[src/rtl/lsu_mem_if_pkg.sv]
// Shared types and helpers for the load/store front end.
//   state_e  : FSM encoding (idle, bus issue, read wait, response).
//   F3_*     : RV32 load/store width/sign codes.
//   is_legal : checks width code and alignment of one request.
package lsu_mem_if_pkg;

    typedef enum logic [1:0] {
        StIdle,
        StIssue,
        StWait,
        StResp
    } state_e;

    localparam logic [2:0] F3_B  = 3'b000;
    localparam logic [2:0] F3_H  = 3'b001;
    localparam logic [2:0] F3_W  = 3'b010;
    localparam logic [2:0] F3_BU = 3'b100;
    localparam logic [2:0] F3_HU = 3'b101;

    // Unsigned widths exist only for loads; halves need even, words need 4-byte alignment.
    function automatic logic is_legal(input logic       we,
                                      input logic [2:0] funct3,
                                      input logic [1:0] addr_lo);
        logic ok;
        case (funct3)
            F3_B:    ok = 1'b1;
            F3_H:    ok = !addr_lo[0];
            F3_W:    ok = (addr_lo == 2'b00);
            F3_BU:   ok = !we;
            F3_HU:   ok = !we && !addr_lo[0];
            default: ok = 1'b0;
        endcase
        return ok;
    endfunction

endpackage

[src/rtl/lsu_mem_if_if.sv]
// Bundle of the core request/response handshake and the data-memory bus.
//   slave  : view of the LSU (takes requests, drives the memory bus).
//   master : view of the environment (core + memory).
//   Core side  : req_valid/ready/we/funct3/addr/wdata, resp_valid/rdata/err.
//   Memory side: mem_address/data_in/rd_wr_en/bus_cs/mask, mem_data_out/valid.
interface lsu_mem_if_if #(
    parameter int unsigned AW = 32
) ();

    logic          req_valid;
    logic          req_ready;
    logic          req_we;
    logic [2:0]    req_funct3;
    logic [AW-1:0] req_addr;
    logic [31:0]   req_wdata;
    logic          resp_valid;
    logic [31:0]   resp_rdata;
    logic          resp_err;

    logic [AW-1:0] mem_address;
    logic [31:0]   mem_data_in;
    logic          mem_rd_wr_en;
    logic          mem_bus_cs;
    logic [3:0]    mem_mask;
    logic [31:0]   mem_data_out;
    logic          mem_valid;

    modport slave (
        input  req_valid, req_we, req_funct3, req_addr, req_wdata,
        input  mem_data_out, mem_valid,
        output req_ready, resp_valid, resp_rdata, resp_err,
        output mem_address, mem_data_in, mem_rd_wr_en, mem_bus_cs, mem_mask
    );

    modport master (
        output req_valid, req_we, req_funct3, req_addr, req_wdata,
        output mem_data_out, mem_valid,
        input  req_ready, resp_valid, resp_rdata, resp_err,
        input  mem_address, mem_data_in, mem_rd_wr_en, mem_bus_cs, mem_mask
    );

endinterface

[src/rtl/lsu_load_align.sv]
// Combinational load extraction: picks the byte/half selected by the low
// address bits from the memory word and sign- or zero-extends it.
//   word    : raw 32-bit memory word
//   funct3  : width/sign code
//   addr_lo : byte offset within the word
//   rdata   : extended result
module lsu_load_align
    import lsu_mem_if_pkg::*;
(
    input  logic [31:0] word,
    input  logic [2:0]  funct3,
    input  logic [1:0]  addr_lo,
    output logic [31:0] rdata
);

    logic [7:0]  byte_sel;
    logic [15:0] half_sel;

    always_comb begin
        byte_sel = word[7:0];
        unique case (addr_lo)
            2'd0: byte_sel = word[7:0];
            2'd1: byte_sel = word[15:8];
            2'd2: byte_sel = word[23:16];
            2'd3: byte_sel = word[31:24];
        endcase
        half_sel = addr_lo[1] ? word[31:16] : word[15:0];

        case (funct3)
            F3_B:    rdata = {{24{byte_sel[7]}}, byte_sel};
            F3_H:    rdata = {{16{half_sel[15]}}, half_sel};
            F3_BU:   rdata = {24'h0, byte_sel};
            F3_HU:   rdata = {16'h0, half_sel};
            default: rdata = word;
        endcase
    end

endmodule

[src/rtl/lsu_mem_if.sv]
// Load/store front end for a word-addressed data memory.
// Accepts one request in idle, rejects illegal ones with an error response,
// otherwise selects the memory for exactly one cycle. Stores respond the
// cycle after issue; loads wait for mem_valid (bounded by TIMEOUT cycles).
//   clk, rst_n : clock, synchronous active-low reset
//   bus        : slave view of lsu_mem_if_if (core handshake + memory bus)
// All outputs come straight from registers.
module lsu_mem_if
    import lsu_mem_if_pkg::*;
#(
    parameter int unsigned TIMEOUT = 16,
    parameter int unsigned AW      = 32
) (
    input  logic         clk,
    input  logic         rst_n,
    lsu_mem_if_if.slave  bus
);

    localparam int unsigned CntW = $clog2(TIMEOUT);
    localparam logic [CntW-1:0] CntMax = CntW'(TIMEOUT - 1);

    state_e          state_q;
    logic            req_ready_q;
    logic            resp_valid_q;
    logic [31:0]     resp_rdata_q;
    logic            resp_err_q;
    logic [AW-1:0]   mem_address_q;
    logic [31:0]     mem_data_in_q;
    logic            mem_rd_wr_en_q;
    logic            mem_bus_cs_q;
    logic [3:0]      mem_mask_q;
    logic [CntW-1:0] cnt_q;
    logic            we_q;
    logic [2:0]      funct3_q;
    logic [1:0]      addr_lo_q;

    logic [AW-1:0]   req_addr;
    logic [3:0]      mask_d;
    logic [31:0]     data_d;
    logic [31:0]     load_data;

    assign req_addr = bus.req_addr;

    // Lane enables and replicated write data for the request at the port.
    always_comb begin
        mask_d = 4'b0000;
        data_d = bus.req_wdata;
        if (bus.req_we) begin
            case (bus.req_funct3)
                F3_B: begin
                    mask_d = 4'b0001 << req_addr[1:0];
                    data_d = {4{bus.req_wdata[7:0]}};
                end
                F3_H: begin
                    mask_d = req_addr[1] ? 4'b1100 : 4'b0011;
                    data_d = {2{bus.req_wdata[15:0]}};
                end
                default: begin
                    mask_d = 4'b1111;
                    data_d = bus.req_wdata;
                end
            endcase
        end
    end

    lsu_load_align u_load_align (
        .word    (bus.mem_data_out),
        .funct3  (funct3_q),
        .addr_lo (addr_lo_q),
        .rdata   (load_data)
    );

    always_ff @(posedge clk) begin
        if (!rst_n) begin
            state_q        <= StIdle;
            req_ready_q    <= 1'b1;
            resp_valid_q   <= 1'b0;
            resp_rdata_q   <= 32'h0;
            resp_err_q     <= 1'b0;
            mem_address_q  <= '0;
            mem_data_in_q  <= 32'h0;
            mem_rd_wr_en_q <= 1'b0;
            mem_bus_cs_q   <= 1'b0;
            mem_mask_q     <= 4'b0000;
            cnt_q          <= '0;
            we_q           <= 1'b0;
            funct3_q       <= 3'b000;
            addr_lo_q      <= 2'b00;
        end else begin
            resp_valid_q <= 1'b0;
            unique case (state_q)
                StIdle: begin
                    if (bus.req_valid) begin
                        we_q        <= bus.req_we;
                        funct3_q    <= bus.req_funct3;
                        addr_lo_q   <= req_addr[1:0];
                        req_ready_q <= 1'b0;
                        if (is_legal(bus.req_we, bus.req_funct3, req_addr[1:0])) begin
                            state_q        <= StIssue;
                            mem_bus_cs_q   <= 1'b1;
                            mem_rd_wr_en_q <= bus.req_we;
                            mem_mask_q     <= mask_d;
                            mem_address_q  <= req_addr;
                            mem_data_in_q  <= data_d;
                        end else begin
                            // Rejected without touching the bus.
                            state_q      <= StResp;
                            resp_valid_q <= 1'b1;
                            resp_err_q   <= 1'b1;
                            resp_rdata_q <= 32'h0;
                        end
                    end
                end
                StIssue: begin
                    mem_bus_cs_q   <= 1'b0;
                    mem_rd_wr_en_q <= 1'b0;
                    mem_mask_q     <= 4'b0000;
                    cnt_q          <= '0;
                    if (we_q) begin
                        state_q      <= StResp;
                        resp_valid_q <= 1'b1;
                        resp_err_q   <= 1'b0;
                        resp_rdata_q <= 32'h0;
                    end else begin
                        state_q <= StWait;
                    end
                end
                StWait: begin
                    if (bus.mem_valid) begin
                        state_q      <= StResp;
                        resp_valid_q <= 1'b1;
                        resp_err_q   <= 1'b0;
                        resp_rdata_q <= load_data;
                    end else if (cnt_q == CntMax) begin
                        state_q      <= StResp;
                        resp_valid_q <= 1'b1;
                        resp_err_q   <= 1'b1;
                        resp_rdata_q <= 32'h0;
                    end else begin
                        cnt_q <= cnt_q + CntW'(1);
                    end
                end
                StResp: begin
                    state_q     <= StIdle;
                    req_ready_q <= 1'b1;
                end
                default: state_q <= StIdle;
            endcase
        end
    end

    assign bus.req_ready    = req_ready_q;
    assign bus.resp_valid   = resp_valid_q;
    assign bus.resp_rdata   = resp_rdata_q;
    assign bus.resp_err     = resp_err_q;
    assign bus.mem_address  = mem_address_q;
    assign bus.mem_data_in  = mem_data_in_q;
    assign bus.mem_rd_wr_en = mem_rd_wr_en_q;
    assign bus.mem_bus_cs   = mem_bus_cs_q;
    assign bus.mem_mask     = mem_mask_q;

endmodule

[src/flat_wrapper.sv]
// flat-port wrapper written by rule: the top's interface ports become plain ports
module lsu_mem_if_flat import lsu_mem_if_pkg::*;
#(
    parameter int unsigned TIMEOUT = 16,
    parameter int unsigned AW      = 32
)
  (clk, rst_n, bus_req_valid, bus_req_we, bus_req_funct3, bus_req_addr, bus_req_wdata, bus_mem_data_out, bus_mem_valid, bus_req_ready, bus_resp_valid, bus_resp_rdata, bus_resp_err, bus_mem_address, bus_mem_data_in, bus_mem_rd_wr_en, bus_mem_bus_cs, bus_mem_mask);
  lsu_mem_if_if #(.AW(AW)) bus_i ();
  input  logic clk;
  input  logic rst_n;
  input wire logic [$bits(bus_i.req_valid)-1:0] bus_req_valid;
  input wire logic [$bits(bus_i.req_we)-1:0] bus_req_we;
  input wire logic [$bits(bus_i.req_funct3)-1:0] bus_req_funct3;
  input wire logic [$bits(bus_i.req_addr)-1:0] bus_req_addr;
  input wire logic [$bits(bus_i.req_wdata)-1:0] bus_req_wdata;
  input wire logic [$bits(bus_i.mem_data_out)-1:0] bus_mem_data_out;
  input wire logic [$bits(bus_i.mem_valid)-1:0] bus_mem_valid;
  output wire logic [$bits(bus_i.req_ready)-1:0] bus_req_ready;
  output wire logic [$bits(bus_i.resp_valid)-1:0] bus_resp_valid;
  output wire logic [$bits(bus_i.resp_rdata)-1:0] bus_resp_rdata;
  output wire logic [$bits(bus_i.resp_err)-1:0] bus_resp_err;
  output wire logic [$bits(bus_i.mem_address)-1:0] bus_mem_address;
  output wire logic [$bits(bus_i.mem_data_in)-1:0] bus_mem_data_in;
  output wire logic [$bits(bus_i.mem_rd_wr_en)-1:0] bus_mem_rd_wr_en;
  output wire logic [$bits(bus_i.mem_bus_cs)-1:0] bus_mem_bus_cs;
  output wire logic [$bits(bus_i.mem_mask)-1:0] bus_mem_mask;
  assign bus_i.req_valid = bus_req_valid;
  assign bus_i.req_we = bus_req_we;
  assign bus_i.req_funct3 = bus_req_funct3;
  assign bus_i.req_addr = bus_req_addr;
  assign bus_i.req_wdata = bus_req_wdata;
  assign bus_i.mem_data_out = bus_mem_data_out;
  assign bus_i.mem_valid = bus_mem_valid;
  assign bus_req_ready = bus_i.req_ready;
  assign bus_resp_valid = bus_i.resp_valid;
  assign bus_resp_rdata = bus_i.resp_rdata;
  assign bus_resp_err = bus_i.resp_err;
  assign bus_mem_address = bus_i.mem_address;
  assign bus_mem_data_in = bus_i.mem_data_in;
  assign bus_mem_rd_wr_en = bus_i.mem_rd_wr_en;
  assign bus_mem_bus_cs = bus_i.mem_bus_cs;
  assign bus_mem_mask = bus_i.mem_mask;
  lsu_mem_if #(.TIMEOUT(TIMEOUT), .AW(AW)) u_core (.clk(clk), .rst_n(rst_n), .bus(bus_i));
endmodule
[config.mk]
export PLATFORM = sky130hd
export DESIGN_NAME = lsu_mem_if_flat
export DESIGN_NICKNAME = d
export VERILOG_FILES = /design/src/rtl/lsu_mem_if_pkg.sv /design/src/rtl/lsu_mem_if_if.sv /design/src/rtl/lsu_load_align.sv /design/src/rtl/lsu_mem_if.sv /design/src/flat_wrapper.sv
export SDC_FILE = /design/constraint.sdc
export NUM_CORES = 1
export LEC_CHECK = 0
export CORE_MARGIN = 1
export CORE_UTILIZATION = 44
export CTS_BUF_LIST = sky130_fd_sc_hd__clkbuf_4 sky130_fd_sc_hd__clkbuf_8 sky130_fd_sc_hd__clkbuf_16
export CTS_CLUSTER_SIZE = 20
export DETAILED_ROUTE_END_ITERATION = 6
export PLACE_DENSITY = 0.81
export RECOVER_POWER = 50
export SYNTH_ARGS = -nofsm -noshare
export SYNTH_HDL_FRONTEND = slang
export SYNTH_HIERARCHICAL = 1
export SYNTH_SLANG_ARGS = --single-unit
[constraint.sdc]
create_clock -name clk -period 2.45 [get_ports clk]
set_input_delay 0.735 -clock clk [delete_from_list [all_inputs] [get_ports clk]]
set_output_delay 0.735 -clock clk [all_outputs]
set_load 0.05 [all_outputs]
==> metrics.md <==
| Metric | Value |
|---|---|
| Leakage | `3.19 nW` |
| Number of global-route vias before repair | `5757` |
| Router iterations before antenna repair | `5` |
| Clock power share | `approximately a third` |
| Antenna viol nets, final | `0` |
| Part of the power in combinational logic | `a little over a third` |
| Initial antenna violation count | `1` |
| Resize count post-CTS | `0` |
| Die W | `113 um` |
| GR Overflow Total | `0` |
| Worst VDD drop | `~0.53 mV` |
| Hold slack | `0.456 ns` |
| WP data required | `~1.7 ns` |
| Gpl congestion | `0.881` |
| Layout Skew | `0.00508 ns` |
| Overall track demand over capacity in global routing | `between 20% and 30%` |
| Total of max-cap violations | `0` |
| Final critical-path required period | `2.36 ns` |
| CTS Hold Buffers Added | `0` |
| Cell variety after synth | `46` |
| Synthesis-stage register bit count | `117` |
| I/O Pins | `209` |
| Synth Flop Type | `dfxtp_1` |
| Syn Nets | `783` |
| Clock sink total | `117` |
| Vias | `5657` |
| Count leader, synth | `nand2_1` |
| CTS tree | `done` |
| RSZ-0062 raised after global routing | `no` |
| H-tree depth | `4` |
| Fin area | `8370 um2` |
| DIE HEIGHT | `around 110 um` |
| IO buf count | `208` |
| Rows | `40` |
| Post-Route WL | `about 17 mm` |
| Synthesized area | `5440 um2` |
| Crit. End Element | `output pin` |
| Post-CTS Setup Repair Bufs | `0` |
| Layout cells sized above 1 | `9.03%` |
| CP max-delay cell | `clkdlybuf4s50_1` |
| P per Cell Area | `roughly 890 nW/um2` |
| Switching Fraction | `34.6%` |
| CTS buffer count | `17` |
| Cell Int Power | `4.85 mW` |
| Fin cells | `1045` |
| Layout overhead on the synthesized area | `53.7%` |
| Seq/Total Area, Yosys | `a little over two fifths` |
| Nets | `993` |
| Crit Path Class | `flop to output pin` |
| Startpoint Class | `flop` |
| First-pass GRT wire length | `between 20 and 30 mm` |
| Cell family with most CP delay | `buffers and inverters` |
| Worst path cell trace | `clkdlybuf4s50_1` |
| Placed inst area | `7800 um2` |
| Via density per instance | `roughly 5.4` |
| DRT iter0 DRCs | `approximately 410` |
| Period utilisation layout | `just under 100%` |
| CTS root buf | `clkbuf_16` |
| Fmax achieved | `423 MHz` |
| Reg power frac | `29.9%` |
| Largest net degree at the start of global routing | `between 40 and 50` |
| Top cells by count, synth | `nand2_1 (239), dfxtp_1 (117), a21oi_1 (71)` |
| DP Wirelength | `12.5 mm` |
| Dpl cells | `1012` |
| CP peak stage delay | `0.83 ns` |
| Skew-Pair Late Insertion Delay | `roughly 0.4 ns` |
| Core Area | `12000 um2` |
| Final TNS setup | `0 ns` |
| HP Class | `flop to flop` |
| Avg Inst Size Synth | `8.08 um2` |
| Critical path fanouts, max | `2` |
| Max-slew headroom | `53.4%` |
| Worst Path Arrival | `about 1.6 ns` |
| Yosys top cell by area | `dfxtp_1` |
| Ranking of synthesized cells by area | `dfxtp_1 (43%), nand2_1 (16%), mux2i_1 (9.2%), a21oi_1 (6.5%), o211ai_1 (2.2%)` |
| Cell count after synthesis | `674` |
| Clock Path Buffers | `2` |
| Clock transition at the registers of the reported paths | `0.05 ns` |
| Status | `completed` |
| Worst slew pin tran | `between 0.7 and 0.8 ns` |
| YS warnings | `6` |
| Wirelength per Cell | `16.3 um` |
| Number of synthesized flops with an enable pin | `0` |
| Slew Viols, Final | `0` |
| P_sw | `2.57 mW` |
| Initial core utilization | `45.3%` |
| Area share of the largest cell type after synthesis | `43.0%` |
| Bufs and invs on worst path | `1` |
| Endpoints failing hold | `0` |
| Fraction of registers with async set/reset | `0%` |
| Setup-failing EPs final | `0` |
| Number of remaining DRC errors | `0` |
| Die ar. | `about 13000 um2` |
[stage by stage]
stage | power, mW | worst slack [ns] | util [%]
after detailed placement | 4.97 | -0.158 | 64.9
after CTS | 7.51 | 0.0856 | 70.0
after global placement | 4.90 | -0.0352 | 64.9
after floorplan | 4.09 | 0.467 | -
final | 7.42 | 0.0879 | 69.7
after global routing | 7.74 | 0.0420 | 69.7
[cells by family (layout without fill, tap and decap cells)]
logic type	after synthesis	after routing	share of synthesized area [%]
compound gates	145	145	16.8
xor+xnor	1	1	0.161
fa+ha+maj	5	5	1.15
buf+inv	56	279	5.52
flops	117	117	43.0
mux	59	59	11.3
other cells	0	1	0
simple gates	291	291	22.1
[path summary, 6_finish.rpt]
kind	cells after the start	slack, ns	from	endpoint
setup / recovery	1	0.09	u_core/bus.mem_data_in[23]$_SDFFE_PN0P_	bus_mem_data_in[23]
setup reg to reg	7	0.51	u_core/state_q[0]$_SDFFE_PN0P_	u_core/bus.resp_rdata[6]$_SDFFE_PN0P_
hold reg to reg	2	0.46	u_core/bus.mem_data_in[11]$_SDFFE_PN0P_	u_core/bus.mem_data_in[11]$_SDFFE_PN0P_
hold / removal	2	0.46	u_core/bus.mem_data_in[11]$_SDFFE_PN0P_	u_core/bus.mem_data_in[11]$_SDFFE_PN0P_
[routing by layer]
layer	part of all wire [%]	track usage [%]	vias up
li1	-	-	2720
met1	38	29.2	2634
met2	49	47.6	265
met3	9.9	10.9	38
met4	2.4	10.6	0
met5	0	0	-
[registers in the layout, summed over array words and instances, names as in the netlist, 2 cells and up]
signal	cells
u_core/bus.mem_data_in	32
u_core/bus.mem_mask	4
u_core/funct3_q	3
u_core/bus.mem_address	32
u_core/bus.resp_rdata	32
u_core/cnt_q	4
u_core/addr_lo_q	2
u_core/state_q	2
[placed cells by master, fill, tap and decap left out, types with 4 or more instances in the layout]
cell type	count
nand2b_1	4
clkbuf_4	6
a22oi_1	13
buf_12	8
inv_1	6
o21ai_0	16
dfxtp_1	117
nand2_1	239
mux2_2	8
a21oi_1	71
a211oi_1	8
nor2_1	17
ha_1	5
a22o_1	7
buf_4	21
o211ai_1	16
mux2i_1	50
clkdlybuf4s50_1	206
clkbuf_16	17
nor2b_1	7
nand3_1	16
[layout make-up]
class,instances,area (um2)
antenna,1,2.50
inverter,7,26.3
timing repair buffer,240,2410
multi-input combinational,501,2800
clock inverter,9,128
tap,147,184
fill,913,3640
clock buffer,23,477
sequential,117,2340
[power by group through the flow]
stage	Combinational (mW)	Sequential, mW	Clock (mW)
4_1_cts	2.73	2.22	2.56
5_1_grt	2.85	2.24	2.65
3_3_place_gp	2.65	2.24	0
2_1_floorplan	1.37	2.72	0
6_report	2.68	2.22	2.52
3_5_place_dp	2.71	2.25	0
Power figures use the tool's default switching activity.
==> RTL change 1: new RTL, config.mk and constraints unchanged <==
The 4 states of `state_e` get a one-hot encoding in 4 bits.
--- a/src/rtl/lsu_mem_if_pkg.sv
+++ b/src/rtl/lsu_mem_if_pkg.sv
@@ -4,11 +4,11 @@
 //   is_legal : checks width code and alignment of one request.
 package lsu_mem_if_pkg;
 
-    typedef enum logic [1:0] {
-        StIdle,
-        StIssue,
-        StWait,
-        StResp
+    typedef enum logic [3:0] {
+        StIdle  = 4'b0001,
+        StIssue = 4'b0010,
+        StWait  = 4'b0100,
+        StResp  = 4'b1000
     } state_e;
 
     localparam logic [2:0] F3_B  = 3'b000;
Function: no difference found for any inputs over 4 cycles, from zero or initial values and one cycle with rst_n low; so few cycles prove little.
==> RTL change 1 against the original RTL <==
Hold slack got worse by 0.0089 ns. Non-clock buffer count decreased by 5. Fmax increased by 0.34%. Worst setup slack improved by 0.0079 ns. Combinational power decreased by 19%. Area after synthesis decreased by 4.9%. Sequential cell count increased by 2. Die area decreased by 4.8%. Total power decreased by 7.0%. Clock skew increased by 0.0041 ns. Wire length decreased by 4.3%. Sequential share of layout area increased by 1.7 points. Design area decreased by 4.3%. Critical path type unchanged. Critical endpoint is now bus_mem_address[23].
==> RTL change 1: results (changes against the original RTL) <==
Share of cells above drive strength 1 -> 8.75% (-0.28 points)
Largest cells by area after synthesis -> dfxtp_1 (46%), nand2_1 (12%), a21oi_1 (6.7%), a22o_1 (6.6%), mux2i_1 (3.5%)
Worst-Margin Slew -> 0.835 ns (+0.133 ns)
Ys async rst share -> 0% (unchanged)
Drt pass-1 iters -> 5 (unchanged)
# Max-Cap Violations -> 0 (unchanged)
Clock root buffer -> clkbuf_16
WL met2 -> 7990 µm (-4.8%)
Routed length on met1 -> 6260 µm (-4.0%)
Slowest stage delay, CP -> 0.88 ns (+0.05 ns)
Crit Path Max Fanout -> 2 (unchanged)
Vias per cell -> 5.53 (+2.1%)
Peak supply drop -> 0.000597 V (+14%)
Post-CTS Setup Repair Bufs -> 0 (unchanged)
Synth unique cells -> 46 (unchanged)
CTS Buf Count -> 17 (unchanged)
Most instantiated cells after synthesis -> nand2_1 (169), dfxtp_1 (119), a21oi_1 (69), a22o_1 (39), clkbuf_1 (26)
Placed instance area -> 7460 µm² (-4.3%)
Top sig layer -> met4
Average instance area after synthesis -> 8.54 µm² (+5.7%)
Hold Crit Class -> flop to flop
Hold Crit Start -> u_core/bus.mem_data_in[12]
Syn_nets -> 711 (-9.2%)
First-pass GRT wire length -> 26300 µm (-4.0%)
Worst r2r src -> u_core/state_q[0]
Antenna viol nets, final -> 0 (unchanged)
Status -> completed
Dpl hpwl -> 11400 µm (-8.9%)
# fillers -> 901 (-1.3%)
Register area share after synthesis -> 46.0% (+3.0 points)
CP arrival -> 1.62 ns
Nets -> 916 (-7.8%)
Post-cts resize count -> 0 (unchanged)
Clk slew on worst S/H paths -> 0.05 ns (about the same)
Vias in the first global route -> 5323 (-7.5%)
DP Cell Count -> 935 (-7.6%)
Leakage power -> 3.02 nW (-5.3%)
Initial DRC count -> 348 (-16%)
Wire length on met3 -> 1580 µm (-6.5%)
Synth warn -> 6 (unchanged)
Largest net degree at the start of global routing -> 75 (+67%)
R2R setup slack -> 0.23 ns (-0.28 ns)
Number of H-tree levels -> 4 (unchanged)
Initial antenna violation count -> 0 (-1)
# diodes -> 0 (-1)
Worst-case reg-to-reg path depth -> 6 (-1)
Max stage delay cell, worst path -> dlygate4sd3_1
Total wire length -> 16300 µm (-4.3%)
Input/output buffers -> 208 (unchanged)
Hold Path End -> u_core/bus.mem_data_in[12]
DRC -> 0 (unchanged)
Placer Congestion -> 0.833 (-5.4%)
Clk_skew -> 0.00917 ns (+0.00409 ns)
Max clock buf depth -> 2 (unchanged)
Worst reg2reg endpoint -> u_core/bus.mem_data_in[19]
Total global-route track usage -> 26.8% (-0.34 points)
Vias -> 5341 (-5.6%)
[RTL change 1: changes by cell type in the layout (fill, tap and decap cells not counted), moves of 21 or more]
cell             unedited run  this run
mux2i_1                    50        18
nand2_1                   239       169
a22o_1                      7        39
dlygate4sd3_1               1        23
clkdlybuf4s50_1           206       185
[RTL change 1: layout make-up]
cell class / instances / share of cell area [%]
inverters: 6 / 0.281
clock inverters: 9 / 1.23
clock buffers: 22 / 6.09
well taps: 143 / 2.23
flip-flops and latches: 119 / 29.7
multi-input cells: 432 / 31.4
repair buffers: 235 / 29.1
[RTL change 1: worst max-delay path by stage]
stage / start / endpoint / slack, ns
after floorplan: bus_mem_data_out[31] / u_core/bus.resp_rdata[15] / 0.39
after global placement: bus_req_addr[1] / u_core/bus.mem_data_in[20] / -0.08
after detailed placement: bus_req_addr[0] / u_core/bus.mem_data_in[17] / -0.22
after CTS: u_core/bus.mem_data_in[31] / bus_mem_data_in[31] / 0.09
after global routing: bus_req_addr[0] / u_core/bus.resp_rdata[2] / 0.02
final: u_core/bus.mem_address[23] / bus_mem_address[23] / 0.1
[RTL change 1: metal layers]
layer	global-route usage [%]	vias up
met5	0	-
met4	12.7	0
met3	10.5	33
met2	45.3	252
met1	29.5	2511
li1	-	2545
[RTL change 1: metrics by stage]
| step | total power (W) | worst slack [ns] | hold slack [ns] | TNS, ns | utilization (%) |
|---|---|---|---|---|---|
| final | 0.00690 | 0.0958 | 0.447 | 0 | 70.2 |
| after global placement | 0.00446 | -0.0846 | 0.439 | -4.30 | 65.4 |
| after floorplan | 0.00376 | 0.391 | 0.435 | 0 | - |
| after detailed placement | 0.00451 | -0.224 | 0.443 | -12.66 | 65.4 |
| after CTS | 0.00697 | 0.0900 | 0.451 | 0 | 70.5 |
| after global routing | 0.00718 | 0.0246 | 0.462 | 0 | 70.2 |
[RTL change 1: kinds of logic (layout without fill, tap and decap cells)]
kind of cell,after synthesis,in the layout,share of synthesized area [%]
AOI/OAI and AO/OA,175,175,23.0
xor gates and xnor gates,3,3,0.508
adders and majority gates,1,1,0.242
buffers and inverters,55,272,5.42
DFF,119,119,46.0
muxes,27,27,5.66
and+or+nand+nor,226,226,19.1
[RTL change 1: worst reg2reg max path, delay by kind of cell (launching register included)]
family,cells,cell delay [ns]
compound gates,2,0.59
buf+inv,2,0.64
flops,1,0.53
simple gates,2,0.36
[RTL change 1: power by group]
part / switching (W) / internal, W / total [W]
clock: 0.000856 / 0.00160 / 0.00245
sequential: 0.000145 / 0.00212 / 0.00226
combinational: 0.00136 / 0.000822 / 0.00218
total: 0.00236 / 0.00454 / 0.00690
==> RTL change 2: new RTL, same settings <==
Without the edit above. `TIMEOUT` is set to 16 in 2 places; all go to 32.
--- a/src/rtl/lsu_mem_if.sv
+++ b/src/rtl/lsu_mem_if.sv
@@ -8,7 +8,7 @@
 module lsu_mem_if
     import lsu_mem_if_pkg::*;
 #(
-    parameter int unsigned TIMEOUT = 16,
+    parameter int unsigned TIMEOUT = 32,
     parameter int unsigned AW      = 32
 ) (
     input  logic         clk,
--- a/src/flat_wrapper.sv
+++ b/src/flat_wrapper.sv
@@ -1,7 +1,7 @@
 // flat-port wrapper written by rule: the top's interface ports become plain ports
 module lsu_mem_if_flat import lsu_mem_if_pkg::*;
 #(
-    parameter int unsigned TIMEOUT = 16,
+    parameter int unsigned TIMEOUT = 32,
     parameter int unsigned AW      = 32
 )
   (clk, rst_n, bus_req_valid, bus_req_we, bus_req_funct3, bus_req_addr, bus_req_wdata, bus_mem_data_out, bus_mem_valid, bus_req_ready, bus_resp_valid, bus_resp_rdata, bus_resp_err, bus_mem_address, bus_mem_data_in, bus_mem_rd_wr_en, bus_mem_bus_cs, bus_mem_mask);
Check against the original RTL: same outputs for any inputs over 4 cycles, from zero or initial values and one cycle with rst_n low; that may be too few to reach the edited logic, so the function may still have changed.
==> RTL change 2 against the original RTL <==
The run now ends with design-rule violations left. Worst setup slack gained 0.013 ns. Wire length shrank 5.1%. Fmax grew 0.56%. Hold slack lost 0.0046 ns. Register-to-register slack lost 0.27 ns. Area after synthesis shrank 4.0%. Sequential cell count grew 1. First-iteration DRC count shrank 10%. Total power shrank 3.9%. Design area shrank 1.9%. Count of clock-buffer cells in the layout is the same. Clock power shrank 2%. Critical endpoint is now bus_mem_data_in[28]. Largest cell class unchanged.
==> RTL change 2: results (changes against the original RTL) <==
Max stage delay cell, worst path -> dlygate4sd3_1
CTS Buf Count -> 17 (unchanged)
Most instantiated cells after synthesis -> nand2_1 (174), dfxtp_1 (118), a21oi_1 (70), a22o_1 (43), o21ai_0 (21)
Dpl hpwl -> 11900 µm (-4.9%)
Total wire length -> 16100 µm (-5.1%)
Status -> finished with violations
Initial antenna violation count -> 0 (-1)
Comb. pwr -> 0.00241 W (-10%)
Syn_nets -> 720 (-8.0%)
# diodes -> 0 (-1)
Largest net degree at the start of global routing -> 53 (+18%)
Wire length on met3 -> 1660 µm (-2.0%)
Worst-Margin Slew -> 0.600 ns (-0.102 ns)
Failing checks -> design-rule violations
First-pass GRT wire length -> 26000 µm (-5.0%)
Register area share after synthesis -> 45.2% (+2.2 points)
CP arrival -> 1.61 ns (-0.02 ns)
Clock root buffer -> clkbuf_16
Pre-CTS WS -> -0.241 ns (-0.0826 ns)
Post-Synth Adder-Cell Area -> 1.44% (+0.29 points)
Vias in the first global route -> 5297 (-8.0%)
Share of cells above drive strength 1 -> 11.0% (+2.0 points)
Initial DRC count -> 370 (-10%)
Synth Area in Compound Gates -> 24.3% (+7.5 points)
Mux share of post-synthesis cell area -> 5.20% (-6.1 points)
Vias per cell -> 5.43 (+0.37%)
Slowest stage delay, CP -> 0.88 ns (+0.05 ns)
Total global-route track usage -> 26.6% (-0.59 points)
Logic pwr share -> 33.8% (-2.3 points)
Sequential power share -> 31.4% (+1.5 points)
Switching power of the nets -> 0.00243 W (-5.3%)
Clk_skew -> 0.00604 ns (+0.000960 ns)
WL met2 -> 7820 µm (-6.9%)
Synth unique cells -> 47 (+2.2%)
Largest cells by area after synthesis -> dfxtp_1 (45%), nand2_1 (13%), a22o_1 (7.2%), a21oi_1 (6.7%), mux2i_1 (3.3%)
Placer Congestion -> 0.926 (+5.1%)
DRC -> 22 (+22)
Final setup viols -> 0 (unchanged)
Drt pass-1 iters -> 7 (+2)
Top sig layer -> met4
Routed length on met1 -> 6380 µm (-2.3%)
Leakage power -> 3.11 nW (-2.4%)
Peak supply drop -> 0.000554 V (+5.4%)
Placed instance area -> 7630 µm² (-2.2%)
Nets -> 942 (-5.1%)
Xor/xnor share of the synthesized area -> 0% (-0.16 points)
## RTL change 2: cell types whose count changed in the layout (fill, tap and decap cells not counted), moves of 9 or more
cell / unedited run / this run
nand3_1: 16 / 7
nand2_1: 239 / 174
buf_4: 21 / 30
a22o_1: 7 / 43
dlygate4sd3_1: 1 / 12
mux2i_1: 50 / 17
clkdlybuf4s50_1: 206 / 196
## RTL change 2: through the flow
stage / cells / hold WS, ns
after floorplan: 610 / 0.423
after global placement: 956 / 0.436
after detailed placement: 956 / 0.448
after CTS: 988 / 0.456
after global routing: 988 / 0.471
final: 988 / 0.451
## RTL change 2: layout make-up
cell class	instances	area [µm²]
Sequential cell	118	2360
Clock inverter	9	97.6
Multi-Input combinational cell	440	2570
Clock buffer	23	502
Fill cell	852	3310
Inverter	6	22.5
Tap cell	143	179
Timing Repair Buffer	249	2470
## RTL change 2: worst paths after layout
check / from / endpoint / slack [ns] / cells past startpoint
min: u_core/bus.mem_address[18] / u_core/bus.mem_address[18] / 0.45 / 2
max: u_core/bus.mem_data_in[28] / bus_mem_data_in[28] / 0.10 / 1
min reg2reg: u_core/bus.mem_address[18] / u_core/bus.mem_address[18] / 0.45 / 2
max reg2reg: u_core/cnt_q[0] / u_core/bus.resp_rdata[10] / 0.24 / 9
## RTL change 2: cell families after synthesis
kind of cell / after synthesis
AO/OA/AOI/OAI: 187
AND/OR/NAND/NOR: 222
multiplexers: 25
flip-flops: 118
buffers and inverters: 52
adder cells (fa/ha/maj): 6
## RTL change 2: layer usage
metal,track usage [%],up-vias
met4,9.41,0
met5,0,-
met2,44.4,246
met3,11.3,29
met1,30.3,2503
li1,-,2590
